**config.mk**
```make
export PLATFORM = sky130hd
export DESIGN_NAME = step_counter
export DESIGN_NICKNAME = d
export VERILOG_FILES = /design/src/rtl/step_counter.sv
export SDC_FILE = /design/constraint.sdc
export NUM_CORES = 1
export LEC_CHECK = 0
export CAP_MARGIN = 0
export CORE_UTILIZATION = 52
export CTS_CLUSTER_SIZE = 16
export DETAILED_ROUTE_END_ITERATION = 16
export GPL_ROUTABILITY_DRIVEN = 0
export PLACE_DENSITY = 0.92
export RECOVER_POWER = 25
export SLEW_MARGIN = 20
export SYNTH_ARGS = -nofsm -noshare
export SYNTH_HDL_FRONTEND = slang
export SYNTH_SLANG_ARGS = --single-unit
export TNS_END_PERCENT = 50
```
**constraint.sdc**
```tcl
create_clock -name CLK -period 3.44 [get_ports CLK]
set_input_delay 0.688 -clock CLK [delete_from_list [all_inputs] [get_ports CLK]]
set_output_delay 0.688 -clock CLK [all_outputs]
set_load 0.01 [all_outputs]
```
**src/rtl/step_counter.sv**
```systemverilog
// Up/down step counter running counted bursts of single steps through IncDec under a start/done handshake.
// Optional saturation at the boundaries when STEPCNT_SAT_EN is defined; otherwise the value wraps modulo 2^width.

module IncDec #(
   parameter int width = 4
) (
   input  logic [width-1:0] A,
   input  logic             DecEn,
   output logic [width-1:0] S,
   output logic             Boundary
);

   localparam logic [width-1:0] one = {{(width-1){1'b0}}, 1'b1};

   always_comb begin
      S        = A + one;
      Boundary = (A == {width{1'b1}});
      if (DecEn) begin
         S        = A - one;
         Boundary = (A == {width{1'b0}});
      end
   end

endmodule

module step_counter #(
   parameter int width = 4
) (
   input  logic             CLK,
   input  logic             nRST,
   input  logic             Load,
   input  logic [width-1:0] LoadVal,
   input  logic             Start,
   input  logic             Dir,
   input  logic [width-1:0] Steps,
   input  logic             Hold,
   output logic [width-1:0] Q,
   output logic             Busy,
   output logic             Done,
   output logic             Carry
);

   typedef enum logic [1:0] {
      IDLE = 2'd0,
      RUN  = 2'd1,
      DONE = 2'd2
   } state_t;

   localparam logic [width-1:0] one = {{(width-1){1'b0}}, 1'b1};

   state_t           state;
   logic [width-1:0] q;
   logic [width-1:0] rem;
   logic             dirR;
   logic             busyR;
   logic             doneR;
   logic             carryR;

   logic [width-1:0] stepVal;
   logic             crossing;
   logic [width-1:0] nextQ;

   IncDec #(.width(width)) uIncDec (
      .A        (q),
      .DecEn    (dirR),
      .S        (stepVal),
      .Boundary (crossing)
   );

`ifdef STEPCNT_SAT_EN
   // A boundary step pins the value at all-ones (up) or zero (down) instead of wrapping.
   assign nextQ = crossing ? q : stepVal;
`else
   assign nextQ = stepVal;
`endif

   always_ff @(posedge CLK or negedge nRST) begin
      if (!nRST) begin
         state  <= IDLE;
         q      <= '0;
         rem    <= '0;
         dirR   <= 1'b0;
         busyR  <= 1'b0;
         doneR  <= 1'b0;
         carryR <= 1'b0;
      end else begin
         carryR <= 1'b0;
         case (state)
            IDLE: begin
               if (Load) begin
                  q <= LoadVal;
               end else if (Start) begin
                  if (Steps != '0) begin
                     rem   <= Steps;
                     dirR  <= Dir;
                     busyR <= 1'b1;
                     state <= RUN;
                  end else begin
                     doneR <= 1'b1;
                     state <= DONE;
                  end
               end
            end
            RUN: begin
               if (!Hold) begin
                  q      <= nextQ;
                  carryR <= crossing;
                  rem    <= rem - one;
                  if (rem == one) begin
                     busyR <= 1'b0;
                     doneR <= 1'b1;
                     state <= DONE;
                  end
               end
            end
            DONE: begin
               doneR <= 1'b0;
               state <= IDLE;
            end
            default: begin
               busyR <= 1'b0;
               doneR <= 1'b0;
               state <= IDLE;
            end
         endcase
      end
   end

   assign Q     = q;
   assign Busy  = busyR;
   assign Done  = doneR;
   assign Carry = carryR;

endmodule

```
* Yosys cells after proc, flatten, opt, wreduce, memory -nomap -nowiden
Cells that the tools add are included.
** Cells by class
- $add $sub $neg :: 3
- Multiply operators :: 0
- Div/mod/pow operators :: 0
- Order comparisons :: 0
- Equality and inequality tests :: 11
- Shift operators :: 0
- Muxes and demuxes :: 30
- Bitwise logic cells :: 2
- Reductions and logical operators :: 10
** Operator list (count)
- 4-bit two-way mux :: 7
- 4-bit one-hot mux with 2 select lines :: 2
- 2-bit inequality test (second input constant) :: 7
- 1-bit two-way mux :: 13
- 2-bit two-way mux :: 5
- 5-bit AND reduction :: 2
- 4-bit AND reduction :: 2
- 4-bit by 1-bit subtractor with 4-bit output (second input constant) :: 2
- 6-bit AND reduction :: 1
- 4-bit by 1-bit adder with 4-bit output (second input constant) :: 1
- 4-bit by 1-bit equality test with 1-bit output (second input constant) :: 1
- 4-bit equality test (second input constant) :: 1
- 4-bit zero test :: 1
- 2-bit one-hot mux with 2 select lines :: 1
- 4-bit nonzero test :: 1
- 1-bit one-hot mux with 3 select lines :: 1
- 3-bit AND reduction :: 1
- 2-bit by 1-bit equality test with 1-bit output (second input constant) :: 1
- 2-bit equality test (second input constant) :: 1
- 2-bit zero test :: 1
- 1-bit inverter :: 2
- 1-bit one-hot mux with 2 select lines :: 1
- 2-bit nonzero test :: 1
** Word-level totals
- Bits in registers :: 14
- Latch bits :: 0
- RAM bits :: 0
- Memory bits (read-only) :: 0
- Bits of input ports :: 14
- Output and inout port bits :: 7
- Logic and storage cells :: 63
- Memories :: 0

* Logic depth before layout (Yosys ltp)
Gate-level depths: netlist of the first run.
- Word-level depth :: 5
- Depth in mapped cells :: 6
- Depth with buffers taken out :: 6

* Hierarchy
A second synthesis of the first run with hierarchy kept.
** Unflattened totals
- Cells, all modules :: 78
- Area total of the unflattened synthesis :: 917.1 µm²
** Modules (own cells, without submodules)
- step_counter :: times used 1, cells each 62, area each 787.0 µm², seq. area each 350.3 µm²
- IncDec :: times used 1, cells each 16, area each 130.1 µm², seq. area each 0.0 µm²

* Worst setup path after synthesis of the first run
Ideal clock, no wire load.
- Path type :: input to register
- Start point :: input Steps[2]
- End point :: register dirR
- Library setup time :: 125 ps
- Arrival :: 1658 ps
- Required time :: 3315 ps
- Slack :: 1657 ps
- Stages :: 3
- Buffers on the path :: 0
- Cells stage by stage :: or4_4 -> nand3_1 -> mux2_2
** On the way
- Cells in the longest elaborated chain, start to end :: 2
** Ends and longest elaborated chain
- start: declaration :: RTL line 35 : input logic [width-1:0] Steps,
- 4-bit nonzero test :: RTL line 93 : if (Steps != '0) begin
- 4-bit AND reduction (no line)
- end signal: assignment :: RTL line 95 : dirR <= Dir;
- end: declaration :: RTL line 54 : logic dirR;
No other way between the ends.
A chain may end at the register's enable or synchronous reset.

* Worst setup path in the final report of the first run
- Start point :: register q[0] (netlist: Q[0])
- End point :: output Q[0]
** RTL lines
- start: declaration :: RTL line 52 : logic [width-1:0] q;
- start signal: assignment :: RTL line 91 : q <= LoadVal;
- start signal: assignment :: RTL line 106 : q <= nextQ;
- end: declaration :: RTL line 37 : output logic [width-1:0] Q,
No word-level cell between the ends.

==> results.yml, run 1 <==
sta:
  setup_ws_ps: 1420
  final.setup_skew_ps: 3.86
  drv_slew: 0
  period_share_pct: 58.8
  setup_violations: 0
  tns_ps: 0
  slew_headroom_pct: 53.4
  hold_viol: 0
  tightest_slew_ps: 699
  final.min_clock_period_ps: 2020
  fmax_ghz: 0.494
  fin_hold_ws_ps: 506
  rsz0062_at_grt: "no"
logic_synthesis:
  synth_edf_count: 0
  yosysTopAreaCell: "dfrtp_1"
  yosys_warnings: 0
  synth_seq_area_share_pct: 38.5
  yosys-top-cells-count: "dfrtp_1 (14), nor2_1 (13), a21oi_1 (10)"
  syn_avg_cell_area_um2: 9.11
  synth.top_cell.area_share_pct: 38.5
  synthDistinctLibCells: 36
  syn_inst: 100
  netlist_area_um2: 911
  ys.flop_type: "dfrtp_1"
  synthTopCellsByArea: "dfrtp_1 (38%), a21oi_1 (5.5%), ha_1 (5.5%)"
  yosysMostFrequentCell: "dfrtp_1"
  postSynth.asyncResetShare_pct: 100
  synth.ff_latch_count: 14
  syn_nets: 119
route:
  via_per_inst: 5.84
  num_vias: 794
  drcViolationCount: 0
  routed_wl_um: 2000
  firstDrtPassIters: 5
  first_iter_violations: 23
  wl_per_cell_um: 14.7
  ant_nets: 0
clock_tree:
  h-tree-depth: 1
  cts_hold_buf: 0
  cts_buffer_depth: 2
  cts_root_buffer: "clkbuf_4"
  insertion_delay_ps: 290
  cts_tree: "done"
  path_clk_slew_ps: 90
  numCtsBuffers: 3
  cts_resized: 0
  postCtsSetupRepairBufs: 0
  clkSinkCount: 14
pwr:
  p_leak_nw: 0.493
  ir_drop_mv: 0.468
  power.density_nw_per_um2: 971
  power_mw: 1.10
global_routing:
  grt_util_all_layers_pct: 26.0
  antenna_found_initial: 0
  grt.overflow.total: 0
  grt_pass1_vias: 756
  grt_pass1_wl_um: 3600
  grt_max_degree: 21
worst_setup_path:
  worst-setup-path-type: "flop to primary output"
  r2r_cells: 5
  cp_top_family: "buffers and inverters"
  r2r_end: "Q[3]"
  worstSetupStartpointType: "flop"
  critPathSlowestCell: "clkdlybuf4s50_1"
  r2r_start: "dirR"
  worst-path-max-fanout: 7
  critPathRequiredTime_ps: 2750
  r2r_slack_ps: 1610
  crit_chain: "clkdlybuf4s50_1"
  cp.buffers_inverters: 1
  cp-end-kind: "primary output"
  arrival_ps: 1340
  crit_start: "Q[0]"
  slowest_delay_ps: 580
worst_hold_path:
  whs_endpoint: "Done"
  hp-start: "Done"
  min_path_cells: 1
  hold_class: "flop to flop"
placed_design:
  port_buffers: 20
  place_hpwl_um: 1460
  dpl_cell_area_um2: 1100
  place_inst: 132
  pre_cts_slack_ps: 1180
floorplan:
  io_pins: 21
  die_h_um: 43.9
  die_area_um2: 1920
  die_width_um: 43.9
  initial_utilization_pct: 57.8
  core_area_um2: 1580
  rows: 14
final_layout:
  fin_area_um2: 1140
  n_antenna_cell: 0
  drive_gt1_share_pct: 8.33
  area_growth_syn_to_layout_pct: 24.7
  utilization_pct: 72.1
  layoutNonFillerInstCount: 136
  final_nets: 140
outcome:
  status: "completed"
run:
  maxCapViolCount: 0
[cell type report]
| type | instances | area (um^2) |
|---|---|---|
| Multi-Input combinational cell | 74 | 499 |
| Fill cell | 127 | 440 |
| Sequential cell | 14 | 350 |
| Timing Repair Buffer | 20 | 200 |
| Clock buffer | 4 | 36.3 |
| Inverter | 8 | 30.0 |
| Tap cell | 16 | 20.0 |
[state kept, by name (all words and copies together), names as in the netlist]
name / flops
Busy: 1
dirR: 1
Carry: 1
Q: 4
rem: 4
Done: 1
state: 2
[cell families after synthesis]
group	share of synthesized area, %
compound gates	20.1
fa+ha+maj	7.69
buf+inv	6.73
xor+xnor	0.962
mux	3.98
simple gates	22.1
flops	38.5
[cells in the final DEF, fill, tap and decap left out, types with 3 or more instances in the layout]
master            n
o21ai_1           4
inv_1             8
dfrtp_1          14
nand3_1           3
a21oi_1          10
nor3_1            4
nand2_1           5
nor2_1           13
clkbuf_4          3
clkdlybuf4s50_1  19
o21ai_0           3
ha_1              4
[worst max path at each step]
stage | end | slack [ps] | cells past startpoint
global route | Q[0] | 1350 | 1
global placement | dirR | 1200 | 4
detailed placement | dirR | 1180 | 4
finish | Q[0] | 1420 | 1
floorplan | dirR | 1660 | 3
CTS | Q[0] | 1410 | 1
[power by group]
group          internal, mW  switching, mW
Combinational         0.302          0.326
Clock                0.0645         0.0593
Sequential            0.245          0.106
Total                 0.612          0.491
[layer usage]
| metal | part of all wire, % | vias up | track usage (%) |
|---|---|---|---|
| li1 | - | 390 | - |
| met1 | 46 | 372 | 36.7 |
| met2 | 48 | 28 | 38.8 |
| met3 | 4.9 | 4 | 3.75 |
| met4 | 1.7 | 0 | 12.7 |
| met5 | 0 | - | 0 |
No activity file was read; power rests on OpenSTA's default activity.
==> run 2, diff against run 1 <==
CORE_UTILIZATION = 48   (was 52)
PLACE_DENSITY = 0.86   (was 0.92)
clock period = 1.9 ns   (was 3.44 ns; I/O delays follow)
==> run 2 against run 1 <==
Compared with the run above: sequential power grew 77%; clock-buffer cell count is the same; combinational power grew 94%; first-iteration DRC count shrank 30%; register-to-register slack lost 1500 ps; clock skew grew 1.6 ps; critical endpoint is now Q[3]; largest power group unchanged.
==> results.yml, run 2 (same netlist as run 1, synthesis figures left out) <==
outcome:
  status: "completed"
worst_setup_path:
  slowest_delay_ps: 430
  crit_chain: "ha_1 -> and3_1 -> or3_1 -> a211o_1 -> nand3_1"
  worstSetupStartpointType: "flop"
  cp-end-kind: "flop"
  cp_top_family: "simple AND/OR/NAND/NOR gates"
  arrival_ps: 2000
  r2r_slack_ps: 120
  worst-path-max-fanout: 5
  critPathSlowestCell: "dfrtp_1"
  critPathRequiredTime_ps: 2130
  worst-setup-path-type: "flop to flop"
  cp.buffers_inverters: 0
clock_tree:
  path_clk_slew_ps: 90
  h-tree-depth: 1
  cts_tree: "done"
  numCtsBuffers: 3
  postCtsSetupRepairBufs: 0
  cts_buffer_depth: 2
  cts_root_buffer: "clkbuf_4"
  insertion_delay_ps: 290
  cts_hold_buf: 0
  cts_resized: 0
  clkSinkCount: 14
floorplan:
  io_pins: 21
  rows: 15
  initial_utilization_pct: 52.2
  die_h_um: 45.6
  die_width_um: 45.6
  core_area_um2: 1750
  die_area_um2: 2080
route:
  routed_wl_um: 1960
  num_vias: 819
  first_iter_violations: 16
  drcViolationCount: 0
  wl_per_cell_um: 13.0
  via_per_inst: 5.42
  ant_nets: 0
  firstDrtPassIters: 4
final_layout:
  layoutNonFillerInstCount: 151
  utilization_pct: 68.1
  layout_commonest_cell: "clkdlybuf4s50_1"
  area_growth_syn_to_layout_pct: 30.5
  n_antenna_cell: 0
  nFillCells: 146
  drive_gt1_share_pct: 11.9
  final_nets: 146
  layout_common_cells: "clkdlybuf4s50_1 (19), dfrtp_1 (14), nor2_1 (13)"
worst_hold_path:
  hold_class: "flop to flop"
global_routing:
  grt_max_degree: 15
  grt_util_all_layers_pct: 22.5
  grt.overflow.total: 0
  grt_pass1_wl_um: 3250
  antenna_found_initial: 0
  grt_pass1_vias: 790
sta:
  rsz0062_at_grt: "no"
  final.setup_skew_ps: 5.48
  setup_violations: 0
  slew_headroom_pct: 49.5
  period_share_pct: 93.6
  final.min_clock_period_ps: 1780
  fmax_ghz: 0.563
  hold_viol: 0
  tightest_slew_ps: 758
  drv_slew: 0
pwr:
  power_mw: 2.06
  power.density_nw_per_um2: 1740
  p_leak_nw: 0.518
  ir_drop_mv: 0.841
placed_design:
  port_buffers: 20
  place_inst: 147
  place_hpwl_um: 1530
run:
  maxCapViolCount: 0
run 2: cell types whose count changed in the layout (fill, tap and decap cells not counted), sizes merged:
cell / before / now
clkbuf: 4 / 5
buf: 0 / 5
run 2: cell type report:
cell class,instances,area [um^2],share of cell area (%)
Clock buffer,4,36.3,3.05
Tap cell,25,31.3,2.63
Timing Repair Buffer,26,241,20.3
Multi-Input combinational cell,74,499,42.0
Sequential cell,14,350,29.5
Inverter,8,30.0,2.53
run 2: power breakdown:
| part | internal [mW] | total (mW) | switching [mW] |
|---|---|---|---|
| logic | 0.612 | 1.22 | 0.611 |
| registers | 0.444 | 0.623 | 0.178 |
| clock network | 0.117 | 0.220 | 0.103 |
run 2: worst paths after layout:
check                      from    to  cells past startpoint
max in group asynchronous  nRST  Q[1]                      2
max                        Q[2]  Q[3]                      5
min in group asynchronous  nRST  Q[3]                      2
min reg2reg                Done  Done                      1
max reg2reg                Q[2]  Q[3]                      5
min                        Done  Done                      1
run 2: through the flow:
step,area [um^2],hold slack [ps],worst slack [ps],TNS (ps)
final,1190,504,122,0
after global routing,1190,534,37.5,0
after CTS,1190,391,127,0
after detailed placement,1160,483,-35.1,-110
after global placement,1160,482,-21.3,-21.3
after floorplan,911,84.4,185,0
run 2: routing by layer:
metal | vias up | global-route usage (%) | part of all wire [%]
met3 | 4 | 3.57 | 3.9
met4 | 0 | 12.7 | 2.1
met5 | - | 0 | 0
met2 | 20 | 38.3 | 52
li1 | 408 | - | -
met1 | 387 | 26.6 | 42
==> RTL edit 1, RTL diff (settings of run 2) <==
Make the reset (`nRST`) synchronous in one clocked block.
--- a/src/rtl/step_counter.sv
+++ b/src/rtl/step_counter.sv
@@ -74,7 +74,7 @@
    assign nextQ = stepVal;
 `endif
 
-   always_ff @(posedge CLK or negedge nRST) begin
+   always_ff @(posedge CLK) begin
       if (!nRST) begin
          state  <= IDLE;
          q      <= '0;
Behaviour: differs if nRST is asserted again (counterexample within 4 cycles, from zero or initial values and one cycle with nRST low); with nRST held inactive, the same outputs for 10 cycles.
==> RTL edit 1 against run 2 <==
Sequential cell count is the same. Design area grew 3.9%. Synthesized area shrank 2.2%. Die area shrank 2.1%. Wire length is 11% higher. Worst setup slack improved by 0.018 ns. Synthesized cell count did not move.
Power is not compared: it rests on default switching activity, and its combinational part moved more than twofold at a synthesized area within 25%.
==> RTL edit 1: results (changes against run 2) <==
WP data arrival=1.95 ns (-0.05 ns); worst min-delay path endpoint=Done$_SDFFE_PN0P_; layout cells sized above 1=18.9% (+7.0 points); RR Endpoint=Q[3]$_SDFFE_PN0P_; Seq cells=14 (unchanged); library cells used by synthesis=44 (+22%); worst r2r src=dirR$_SDFFE_PN0P_; Hold Path Depth=2 (+1); met2 GRT Util=42.3% (+4.0 points); critical path's slowest cell=or4_1; largest net degree at the start of global routing=12 (-3); NonClk Buf Share=22.9% (+2.6 points); Seq/Total Area, Yosys=31.5% (-7.0 points); Buffers, non-clock=31 (+19%); Setup Skew=0.00751 ns (+0.00204 ns); CP Max Fanout=8 (+3); Initial DRC Count=24 (+8); outcome=finished, final reports clean; Final nets=152 (+4.1%); GR Util met1=30.2% (+3.6 points); Worst Setup SP=Steps[1]; metal2 WL=1.07 mm (+6.3%); worst slew pin tran=0.444 ns (-0.314 ns); worst hold start=Done$_SDFFE_PN0P_; Hold WS=0.458 ns (-0.0460 ns); total track usage=25.3% (+2.8 points); highest cell delay on the worst timing path=0.59 ns (+0.16 ns); flop2flop setup slack=0.16 ns (+0.04 ns); post-DP HPWL=1.69 mm (+11%); Post-DP Area=1190 sq um (+2.7%); met3 GRT Util=6.80% (+3.2 points); commonest cells in the netlist=14 x dfxtp_1, 8 x inv_1, 8 x nor2_1; Layout clock area frac=2.94% (-0.11 points); Met1 Routed Length=975 um (+17%); fillers=150 (+2.7%); Avg WL per Cell=13.8 um (+6.8%); count of non-CTS inverters in the layout=9 (+1)
-- RTL edit 1: worst max-delay path, delay by kind of cell --
family / cells / cell delay, ns
simple gates: 1 / 0.59
buf+inv: 1 / 0.42
compound gates: 3 / 0.55
-- RTL edit 1: per-stage QoR --
step	util [%]	total power, W	std cells	worst slack, ns
after floorplan	-	0.000482	100	0.105
after global placement	68.8	0.000580	153	-0.0729
after detailed placement	68.8	0.000588	153	-0.117
after CTS	70.9	0.000810	157	0.0426
after global routing	71.5	0.000863	157	0.0757
final	71.5	0.000811	157	0.141
-- RTL edit 1: cells by family after synthesis --
kind of cell / share of synthesized area, %
AND/OR/NAND/NOR: 22.3
flip-flops: 31.5
multiplexers: 4.49
adder cells (fa/ha/maj): 7.87
AO/OA/AOI/OAI: 27.1
XOR/XNOR: 0.983
buffers and inverters: 5.76
-- RTL edit 1: where the power goes --
part | switching (W) | internal, W | total [W]
registers | 0.0000284 | 0.000318 | 0.000346
logic | 0.000112 | 0.000132 | 0.000244
clock network | 0.000103 | 0.000117 | 0.000220
==> RTL edit 2, RTL diff (settings of run 2) <==
Without the edit above. The option `STEPCNT_SAT_EN` is turned on by a define.
--- a/src/rtl/step_counter.sv
+++ b/src/rtl/step_counter.sv
@@ -1,5 +1,7 @@
 // Up/down step counter running counted bursts of single steps through IncDec under a start/done handshake.
 // Optional saturation at the boundaries when STEPCNT_SAT_EN is defined; otherwise the value wraps modulo 2^width.
+
+`define STEPCNT_SAT_EN
 
 module IncDec #(
    parameter int width = 4
Behaviour: not the same (Yosys sat finds a counterexample within 4 cycles, from zero or initial values and one cycle with nRST low).
==> RTL edit 2 against run 2 <==
Count of clock-buffer cells in the layout unchanged. Largest cell class unchanged. Critical path depth down 4. Worst setup slack better by 0.087 ns. Design area down 2.4%. Clock skew about the same. Hold slack better by 0.024 ns. Sequential cell count unchanged. Synthesized area down 3.8%. Global-route usage down 0.81 points. Wire length down 7.5%. Power down 12%. Non-clock buffer count unchanged.
==> RTL edit 2: results (changes against run 2) <==
outcome=finished, final reports clean; WP data arrival=1.31 ns (-0.69 ns); n_diodes=0 (unchanged); worst min-delay path endpoint=rem[1]$_DFFE_PN0P_; PostCTS Resize Cnt=0 (unchanged); Setup Skew=0.00560 ns (+0.000123 ns); Initial DRC Count=7 (-9); Post-Synthesis Net Count=109 (-8.4%); R2R cell count=6 (+1); worst hold start=rem[1]$_DFFE_PN0P_; post-DP HPWL=1.29 mm (-15%); largest net degree at the start of global routing=22 (+7); Final nets=138 (-5.5%); Initial Util=50.7% (-1.5 points); met3 GRT Util=6.80% (+3.2 points); critical path's slowest cell=clkdlybuf4s50_1; Top delay family on crit path=buffers and inverters; DR pass1 iterations=5 (+1); CP Max Fanout=7 (+2); flop2flop setup slack=0.29 ns (+0.17 ns); final non-filler cell total=143 (-5.3%); root buffer cell=clkbuf_4; first-pass GRT wire length=3.10 mm (-4.6%); leading post-synthesis cells by cell area=dfrtp_1 40%, ha_1 5.7%, nor2_1 5.1%, a21oi_1 4.6%, o21ai_0 4.0%; Syn Area/Cell=9.73 sq um (+6.8%); GR Util met1=27.6% (+1.1 points); vias in the first global route=688 (-13%); total track usage=21.7% (-0.81 points); worst r2r src=dirR$_DFFE_PN0P_; Avg WL per Cell=12.7 um (-2.3%); highest cell delay on the worst timing path=0.57 ns (+0.14 ns); headroom to the max-slew limit=49.7% (+0.27 points); Seq/Total Area, Yosys=40.0% (+1.5 points); die area=2000 sq um (-3.7%); Static Leak=0.522 nW (+0.79%); layout cells sized above 1=14.4% (+2.5 points); Worst Setup SP=Q[0]$_DFFE_PN0P_
[RTL edit 2: area by class of cell]
cell class | count | share of cell area [%]
Sequential cell | 14 | 30.2
Inverter | 6 | 1.94
Tap cell | 25 | 2.70
Multi-Input combinational cell | 68 | 41.2
Timing Repair Buffer | 26 | 20.8
Clock buffer | 4 | 3.13
[RTL edit 2: cell families after synthesis]
logic type                 count (synthesis)  share of synthesized area (%)
and+or+nand+nor                           34                           23.9
AOI/OAI and AO/OA                         24                           17.3
DFF                                       14                           40.0
buffers and inverters                      8                           5.43
adders and majority gates                  5                           8.00
muxes                                      3                           3.43
xor gates and xnor gates                   2                           2.00
[RTL edit 2: worst max-delay path by stage]
stage,endpoint,cells past startpoint
3_3_place_gp,rem[1]$_DFFE_PN0P_,6
4_1_cts,Q[0],1
6_report,Q[0],1
2_1_floorplan,Q[3]$_DFFE_PN0P_,6
3_5_place_dp,rem[2]$_DFFE_PN0P_,7
5_1_grt,rem[2]$_DFFE_PN0P_,7
[RTL edit 2: per-stage QoR]
step / worst slack, ns / hold WS [ns] / area (sq um)
after global routing: 0.112 / 0.586 / 1160
after global placement: 0.0456 / 0.508 / 1130
after CTS: 0.200 / 0.396 / 1160
after floorplan: 0.364 / 0.0844 / 876
after detailed placement: -0.0633 / 0.509 / 1130
final: 0.209 / 0.528 / 1160
[RTL edit 2: routing by layer]
metal	routed length, um	part of all wire [%]	vias up
met5	0	0	-
met4	0	0	0
met3	105	5.8	0
met2	888	49	28
met1	817	45	364
li1	-	-	375
[RTL edit 2: where the power goes]
group | switching [W] | internal (W) | total (W)
sequential | 0.000167 | 0.000429 | 0.000597
combinational | 0.000503 | 0.000491 | 0.000995
clock | 0.000105 | 0.000117 | 0.000222
